`config.mk`:
```
export PLATFORM = sky130hd
export DESIGN_NAME = nn_layer_sequencer
export DESIGN_NICKNAME = d
export VERILOG_FILES = /design/src/rtl/nn_pkg.sv /design/src/rtl/nn_idx_counter.sv /design/src/rtl/nn_layer_sequencer.sv
export SDC_FILE = /design/constraint.sdc
export NUM_CORES = 1
export LEC_CHECK = 0
export CORE_MARGIN = 2
export CORE_UTILIZATION = 36
export CTS_CLUSTER_DIAMETER = 80
export DETAILED_ROUTE_END_ITERATION = 12
export HOLD_SLACK_MARGIN = 0.03
export PLACE_DENSITY = 0.67
export SLEW_MARGIN = 30
export SYNTH_ARGS = -nofsm -noshare
export SYNTH_HDL_FRONTEND = slang
export SYNTH_SLANG_ARGS = --single-unit
```
`constraint.sdc`:
```
create_clock -name clk -period 1.7 [get_ports clk]
set_input_delay 0.17 -clock clk [delete_from_list [all_inputs] [get_ports clk]]
set_output_delay 0.17 -clock clk [all_outputs]
set_load 0.02 [all_outputs]
```
`src/rtl/nn_pkg.sv`:
```
// Shared definitions for the neuron-layer sequencer: state encodings and size defaults.
package nn_pkg;

    localparam int NN_MAX_NEURONS = 16;
    localparam int NN_IDX_W       = 4;

    // Encodings are fixed so the datapath and debug tooling can decode state directly.
    typedef enum logic [2:0] {
        S_IDLE  = 3'b000,
        S_INIT  = 3'b001,
        S_FETCH = 3'b010,
        S_MULT  = 3'b011,
        S_ADD1  = 3'b100,
        S_ADD2  = 3'b110,
        S_WRITE = 3'b101,
        S_DONE  = 3'b111
    } state_e;

endpackage

```
`src/rtl/nn_idx_counter.sv`:
```
// Neuron index and per-run neuron count for the layer sequencer.
// The count is clamped to MAX_NEURONS when loaded, so idx can never run past it.
module nn_idx_counter
    import nn_pkg::*;
#(
    parameter int MAX_NEURONS = NN_MAX_NEURONS,
    parameter int IDX_W       = NN_IDX_W
) (
    input  logic             clk,
    input  logic             rst_n,
    input  logic             clear_i,
    input  logic             load_i,
    input  logic             inc_i,
    input  logic [IDX_W:0]   cfg_count_i,
    output logic [IDX_W-1:0] idx_o,
    output logic             last_o
);

    localparam logic [IDX_W:0]   MAX_CNT = MAX_NEURONS[IDX_W:0];
    localparam logic [IDX_W-1:0] IDX_ONE = {{(IDX_W-1){1'b0}}, 1'b1};
    localparam logic [IDX_W:0]   CNT_ONE = {{IDX_W{1'b0}}, 1'b1};

    logic [IDX_W-1:0] idx_q, idx_d;
    logic [IDX_W:0]   count_q, count_d;

    // Next index/count: clear dominates load, load dominates increment; increment stops at the last neuron.
    always_comb begin
        idx_d   = idx_q;
        count_d = count_q;
        if (clear_i) begin
            idx_d   = '0;
            count_d = '0;
        end else if (load_i) begin
            idx_d   = '0;
            count_d = (cfg_count_i > MAX_CNT) ? MAX_CNT : cfg_count_i;
        end else if (inc_i && !last_o) begin
            idx_d   = idx_q + IDX_ONE;
        end
    end

    // Index and count registers, cleared by the asynchronous reset.
    always_ff @(posedge clk or negedge rst_n) begin
        if (!rst_n) begin
            idx_q   <= '0;
            count_q <= '0;
        end else begin
            idx_q   <= idx_d;
            count_q <= count_d;
        end
    end

    assign idx_o  = idx_q;
    assign last_o = (({1'b0, idx_q} + CNT_ONE) == count_q);

endmodule

```
`src/rtl/nn_layer_sequencer.sv`:
```
// Layer sequencer: walks the shared MAC datapath through FETCH/MULT/ADD1/ADD2/WRITE
// for every neuron of a layer. Outputs are pure decodes of the registered state and index.
module nn_layer_sequencer
    import nn_pkg::*;
#(
    parameter int MAX_NEURONS = NN_MAX_NEURONS,
    parameter int IDX_W       = NN_IDX_W
) (
    input  logic             clk,
    input  logic             rst_n,
    input  logic             start,
    input  logic             abort,
    input  logic [IDX_W:0]   cfg_count,
    input  logic             mem_ready,
    output logic             busy,
    output logic             init,
    output logic             w_rd_en,
    output logic [IDX_W-1:0] w_addr,
    output logic             mult_en,
    output logic             add1_en,
    output logic             add2_en,
    output logic             write_reg,
    output logic [IDX_W-1:0] wr_addr,
    output logic             done
);

    state_e           state_q, state_d;
    logic             cnt_clear, cnt_load, cnt_inc;
    logic             last;
    logic [IDX_W-1:0] idx;

    nn_idx_counter #(
        .MAX_NEURONS (MAX_NEURONS),
        .IDX_W       (IDX_W)
    ) u_idx (
        .clk         (clk),
        .rst_n       (rst_n),
        .clear_i     (cnt_clear),
        .load_i      (cnt_load),
        .inc_i       (cnt_inc),
        .cfg_count_i (cfg_count),
        .idx_o       (idx),
        .last_o      (last)
    );

    // Next-state and counter control; abort outside IDLE overrides every other transition.
    always_comb begin
        state_d   = state_q;
        cnt_clear = 1'b0;
        cnt_load  = 1'b0;
        cnt_inc   = 1'b0;
        case (state_q)
            S_IDLE:  if (start) state_d = S_INIT;
            S_INIT: begin
                if (!start) begin
                    cnt_load = 1'b1;
                    state_d  = (cfg_count != '0) ? S_FETCH : S_DONE;
                end
            end
            S_FETCH: if (mem_ready) state_d = S_MULT;
            S_MULT:  state_d = S_ADD1;
            S_ADD1:  state_d = S_ADD2;
            S_ADD2:  state_d = S_WRITE;
            S_WRITE: begin
                if (last) begin
                    state_d = S_DONE;
                end else begin
                    cnt_inc = 1'b1;
                    state_d = S_FETCH;
                end
            end
            S_DONE: begin
                cnt_clear = 1'b1;
                state_d   = S_IDLE;
            end
            default: state_d = S_IDLE;
        endcase
        if (abort && (state_q != S_IDLE)) begin
            state_d   = S_IDLE;
            cnt_clear = 1'b1;
            cnt_load  = 1'b0;
            cnt_inc   = 1'b0;
        end
    end

    // State register; reset drops straight to IDLE, abandoning any write in flight.
    always_ff @(posedge clk or negedge rst_n) begin
        if (!rst_n) begin
            state_q <= S_IDLE;
        end else begin
            state_q <= state_d;
        end
    end

    assign busy      = (state_q != S_IDLE);
    assign init      = (state_q == S_INIT);
    assign w_rd_en   = (state_q == S_FETCH);
    assign mult_en   = (state_q == S_MULT);
    assign add1_en   = (state_q == S_ADD1);
    assign add2_en   = (state_q == S_ADD2);
    assign write_reg = (state_q == S_WRITE);
    assign done      = (state_q == S_DONE);
    assign w_addr    = idx;
    assign wr_addr   = idx;

endmodule

```
==> results of run 1 <==
[layer usage]
layer	up-vias	GRT usage	part of all wire
met5	-	0	0
met4	0	0.0897	0.013
met3	2	0.0343	0.052
met2	26	0.313	0.49
met1	396	0.223	0.45
li1	417	-	-
[sequential cells by signal, indices dropped and copies added (netlist names)]
name,flops
state_q,3
u_idx.count_q,5
u_idx.idx_o,4
[worst max-delay path, cell delays in order (launching register included)]
cell	delay (ns)
dfrtp_2	0.43
ha_4	0.25
xor2_1	0.13
a311o_1	0.30
a211oi_4	0.25
buf_4	0.17
a2111oi_1	0.06
nor3_1	0.16
[worst paths after layout]
check,from,to,cells past startpoint
max,u_idx.idx_o[1],state_q[2],7
min,rst_n,u_idx.count_q[1],1
max reg2reg,u_idx.idx_o[1],state_q[2],7
min reg2reg,u_idx.count_q[3],u_idx.count_q[3],1
max in group asynchronous,rst_n,state_q[2],1
min in group clk,cfg_count[1],u_idx.count_q[1],2
[placed cells by master (no fill, tap or decap), types with 4 or more instances in the layout]
master / instances
a21oi_1: 7
dlygate4sd2_1: 5
nor2_1: 9
inv_1: 4
xnor2_1: 4
nand2_1: 5
buf_4: 21
clkdlybuf4s50_1: 16
dfrtp_1: 9
a22o_1: 5
[metrics by stage]
step / TNS (ns) / util / hold slack [ns] / setup WS [ns] / total power, uW
floorplan: -0.669 / - / -0.126 / -0.222 / 747
global placement: -0.600 / 0.569 / 0.513 / -0.136 / 1010
detailed placement: -0.890 / 0.569 / 0.510 / -0.213 / 1010
CTS: -0.609 / 0.581 / 0.265 / -0.158 / 1200
global route: -0.918 / 0.579 / 0.301 / -0.200 / 1270
finish: -0.568 / 0.579 / 0.257 / -0.144 / 1180
[cells by family (layout without fill, tap and decap cells)]
group | count (synthesis) | after routing | share of synthesized area
buf+inv | 13 | 55 | 0.0799
mux | 2 | 2 | 0.0251
fa+ha+maj | 1 | 1 | 0.0148
compound gates | 26 | 26 | 0.240
flops | 12 | 12 | 0.355
xor+xnor | 6 | 6 | 0.0621
simple gates | 35 | 35 | 0.223
[power groups by stage]
stage                     combinational (uW)  clock, uW  sequential, uW
after floorplan                          374          0             373
after global placement                   621          0             385
after detailed placement                 627          0             385
after CTS                                617        201             380
after global routing                     661        214             392
final                                    603        193             382
[cells in the mapped netlist]
cell type   n  area [sq um]
nor4_2      1          12.5
a2111oi_0   2          17.5
buf_4       5          37.5
a311o_1     1          10.0
nand2b_1    3          18.8
o21ai_0     3          15.0
or4_1       1          7.51
and2_1      2          12.5
nand2_1     5          18.8
o31a_1      1          8.76
xnor2_1     4          35.0
clkbuf_1    3          11.3
a21oi_1     8          40.0
or3_1       2          12.5
mux2i_1     1          10.0
a22o_1      5          43.8
nor3_1      3          15.0
nand3_1     3          15.0
nor3_2      1          10.0
nor2_1      9          33.8
inv_2       1          3.75
o21ba_1     1          10.0
ha_1        1          12.5
inv_1       4          15.0
dfrtp_1    12           300
o21a_1      1          7.51
a211oi_4    1          20.0
xor2_1      2          17.5
a221oi_2    1          15.0
nor3b_1     1          7.51
mux2_2      1          11.3
nor2b_1     2          12.5
a21o_1      2          15.0
and3_1      2          12.5
[area by class of cell]
| type | instances | area (sq um) | area share |
|---|---|---|---|
| inverter | 5 | 18.8 | 0.0147 |
| clock buffer | 4 | 26.3 | 0.0205 |
| sequential | 12 | 304 | 0.238 |
| tap | 28 | 35.0 | 0.0274 |
| multi-input combinational | 70 | 502 | 0.392 |
| timing repair buffer | 46 | 394 | 0.308 |
[what timing repair did]
action                     4_1_cts  5_1_grt
setup endpoints to repair       14       10
pin swaps                        2        2
setup buffers                    0        0
gates resized for setup         13        5
hold buffers                     0        0
==> qor.txt, run 1 <==
Die W: 52.5 um
DIE AREA: 2750 sq um
PortBufs: 25
placed cell area: 1260 sq um
CTS tree: done
flops & latches, synth: 12
hpwl dp: 1700 um
TritonCTS Buffers: 3
clock root buffer: clkbuf_4
CP Class: flop to flop
Avg Cell Area, Syn: 8.90 sq um
Final Cell Area: 1280 sq um
routed wire length: 2180 um
DR WL/cell: 13.2 um
Yosys warning count: 0
NetSw: 463 uW
Seq/Total Area, Yosys: 0.355
clk sinks: 12
1st-iter DRT viols: 10
Flop pwr share: 0.324
post-route insts no fill: 165
Power Density: 920 nW/um^2
largest net degree at the start of global routing: 13
status: complete, but fails checks
Hold Fails Final Rpt: 0
initial antenna violation count: 0
Worst-Skew Late Latency: 0.28 ns
worst-path fanout max: 4
# DRC: 0
first-pass GRT wire length: 3680 um
Clock transition at path regs: 0.08 ns
vias in the first global route: 810
Row Count: 17
Final nets: 149
max-cap violations: 0
Critical Path AT: 2.03 ns
fmax: 542 MHz
antenna cells: 0
Top Ports: 26
max_slew headroom: 0.613
via count: 841
cell internal pwr: 715 uW
Synth cell types: 34
Sw Share: 0.393
flop2flop setup slack: -0.14 ns
Req. time, crit path: 1.89 ns
failing checks: negative setup slack
Worst-Margin Slew: 0.578 ns
post-route ant nets: 0
H-tree levels: 1
die height: 52.5 um
drt first pass iters: 4
Final Max Slew Viols: 0
Layout fillers: 216
final worst slack: -0.144 ns
synthesized area: 846 sq um
Cells after Synth: 95
layout cell share with drive strength beyond 1: 0.277
Total GRT Usage: 0.185
starting density of the core: 0.382
grt ovf: 0
worst clock skew: 0.000330 ns
CTS Buffer Depth: 2
Clock power frac: 0.164
Setup crit start kind: flop
RSZ-0062 raised after global routing: true
Final Cycle Share: 1.08
Worst setup EP type: flop
Placer Congestion: 0.862
LEAKAGE: 0.000616 uW
Final Critical Period: 1.84 ns
worst min path class: input pin to async pin
DR vias/cell: 5.10
worst vdd ir: 0.718 mV
Core Area: 2210 sq um
count of final setup violators: 6
Comb pwr share: 0.512
# placed instances: 161
Area Growth Syn to Fin: 51.3%
syn_nets: 106
Power figures use the tool's default switching activity.
==> run 2: changes to the inputs <==
- PLACE_DENSITY: 0.67 -> 0.66
- SYNTH_HIERARCHICAL: not set -> 1
==> qor.txt, run 2 <==
status: complete, but fails checks
failing checks: negative setup slack
max-cap violations: 0
Core Area: 2430 sq um
CP Depth: 8
synthesized area: 911 sq um
Critical Path AT: 2.13 ns
critical path's top delay family: simple AND/OR/NAND/NOR gates
Clock transition at path regs: 0.09 ns
DR vias/cell: 5.05
via count: 919
max reg flops: 5
Final Max Slew Viols: 0
# DRC: 0
most common cell after layout, fill and taps aside: buf_4
ys flop type: dfrtp_1
worst-path fanout max: 4
Reg with most FFs: u_idx/count_q
Pwr Total: 1620 uW
first-pass GRT wire length: 3820 um
Worst setup EP type: flop
clk sinks: 12
Req. time, crit path: 1.90 ns
initial antenna violation count: 0
Synth top area share: 0.330
LEAKAGE: 0.000729 uW
CP Buf/Inv Count: 0
Post-synth top cells: dfrtp_1, nor2_1, nand2_1
Final nets: 164
routed wire length: 2460 um
Die W: 54.3 um
Yosys warning count: 6
flops & latches, synth: 12
Synth cell types: 38
max_slew headroom: 0.625
layout cell share with drive strength beyond 1: 0.382
post-route insts no fill: 182
Final Cell Area: 1500 sq um
die height: 54.3 um
Cells after Synth: 104
H-tree levels: 1
hpwl dp: 1780 um
fmax: 517 MHz
placed cell area: 1360 sq um
Final Critical Period: 1.93 ns
Worst-Margin Slew: 0.561 ns
Avg Cell Area, Syn: 8.76 sq um
hold_buf cts: 0
Top Ports: 26
CP dominant cell by count: nor4_4
Setup crit start kind: flop
Final Cycle Share: 1.14
RSZ-0062 raised after global routing: true
TritonCTS Buffers: 3
CTS Buffer Depth: 2
cell type with the largest total area after synthesis: dfrtp_1
drt first pass iters: 4
1st-iter DRT viols: 29
antenna cells: 0
Util after Layout: 0.618
asr flop ratio synth: 1.00
PortBufs: 25
critical path, cell by cell: ha_4 > xor2_4 > nor4_4 > and2_4 > nor4_4 > nand4_1 > a21oi_2 > mux2i_1
worst clock skew: 0.00760 ns
# placed instances: 172
worst vdd ir: 0.733 mV
Max stage delay on crit path: 0.45 ns
CP Class: flop to flop
slowest cell on the critical path: dfrtp_2
largest net degree at the start of global routing: 13
DIE AREA: 2950 sq um
R2R cell count: 8
DR WL/cell: 13.5 um
grt ovf: 0
Worst-Skew Late Latency: 0.28 ns
Hold Fails Final Rpt: 0
final worst slack: -0.233 ns
Total GRT Usage: 0.184
most frequent cells in the layout: buf_4, clkdlybuf4s50_1, nor2_1
clock root buffer: clkbuf_4
top cells by area, synth: dfrtp_1, mux2i_1, nor2_1, buf_4, a21oi_1
syn_nets: 115
vias in the first global route: 829
Seq/Total Area, Yosys: 0.330
Power Density: 1080 nW/um^2
post-route ant nets: 0
worst min path class: input pin to async pin
CTS tree: done
Post-synth EDFFs: 0
count of final setup violators: 11
Area Growth Syn to Fin: 65.1%
Placer Congestion: 0.838
starting density of the core: 0.374
Row Count: 18
-- run 2: cell types whose count changed after synthesis, moves of 3 or more --
| cell | delta |
|---|---|
| a22o_1 | -4 |
| mux2i_1 | +4 |
| nand2_1 | +3 |
| nand3b_1 | +4 |
| nor2_1 | +3 |
-- run 2: worst paths after layout --
path                                        from          endpoint  slack, ns
worst max-delay path              u_idx/idx_o[1]    u_idx/idx_o[3]      -0.23
worst min-delay path                       rst_n    u_idx/idx_o[1]       0.25
worst max register to register    u_idx/idx_o[1]    u_idx/idx_o[3]      -0.23
worst min register to register  u_idx/count_q[0]  u_idx/count_q[0]       0.60
max in group asynchronous                  rst_n    u_idx/idx_o[0]       1.06
min in group clk                    cfg_count[0]  u_idx/count_q[0]       0.51
-- run 2: metrics by stage --
step           hold WS (ns)  setup WS (ns)  TNS [ns]
5_1_grt               0.289         -0.337     -2.36
6_report              0.247         -0.233     -1.41
4_1_cts               0.265         -0.179    -0.957
2_1_floorplan        -0.126         -0.291     -1.83
3_3_place_gp          0.555         -0.201     -1.02
3_5_place_dp          0.557         -0.245     -1.23
-- run 2: area by class of cell --
type / count / area [sq um]
Fill cell: 215 / 928
Multi-Input combinational cell: 80 / 656
Timing Repair Buffer: 54 / 463
Sequential cell: 12 / 304
Tap cell: 30 / 37.5
Clock buffer: 4 / 36.3
Inverter: 2 / 7.51
-- run 2: kinds of logic after synthesis --
kind of cell | count (synthesis) | synth area share
fa+ha+maj | 1 | 0.0137
compound gates | 21 | 0.179
simple gates | 48 | 0.293
flops | 12 | 0.330
xor+xnor | 5 | 0.0481
mux | 5 | 0.0549
buf+inv | 12 | 0.0824
-- run 2: power by group --
part | switching [uW] | internal, uW | leakage (uW) | total [uW]
logic | 475 | 502 | 0.000549 | 977
clock network | 106 | 130 | 0.0000210 | 236
registers | 63.7 | 341 | 0.000159 | 404
total | 644 | 973 | 0.000729 | 1620
-- run 2: routing by layer --
layer  up-vias  global-route usage  part of all wire  wire length [um]
met5         -                   0                 0                 0
met4         0              0.0500            0.0061                15
met3         2              0.0492             0.029                71
met2        13               0.303              0.51              1240
met1       446               0.236              0.46              1130
li1        458                   -                 -                 -
-- run 2: timing repair --
item / 4_1_cts / 5_1_grt
gates cloned: 0 / 1
pin swaps: 5 / 3
resized for setup: 16 / 20
endpoints found under the setup margin: 19 / 18
setup buffers: 1 / 4
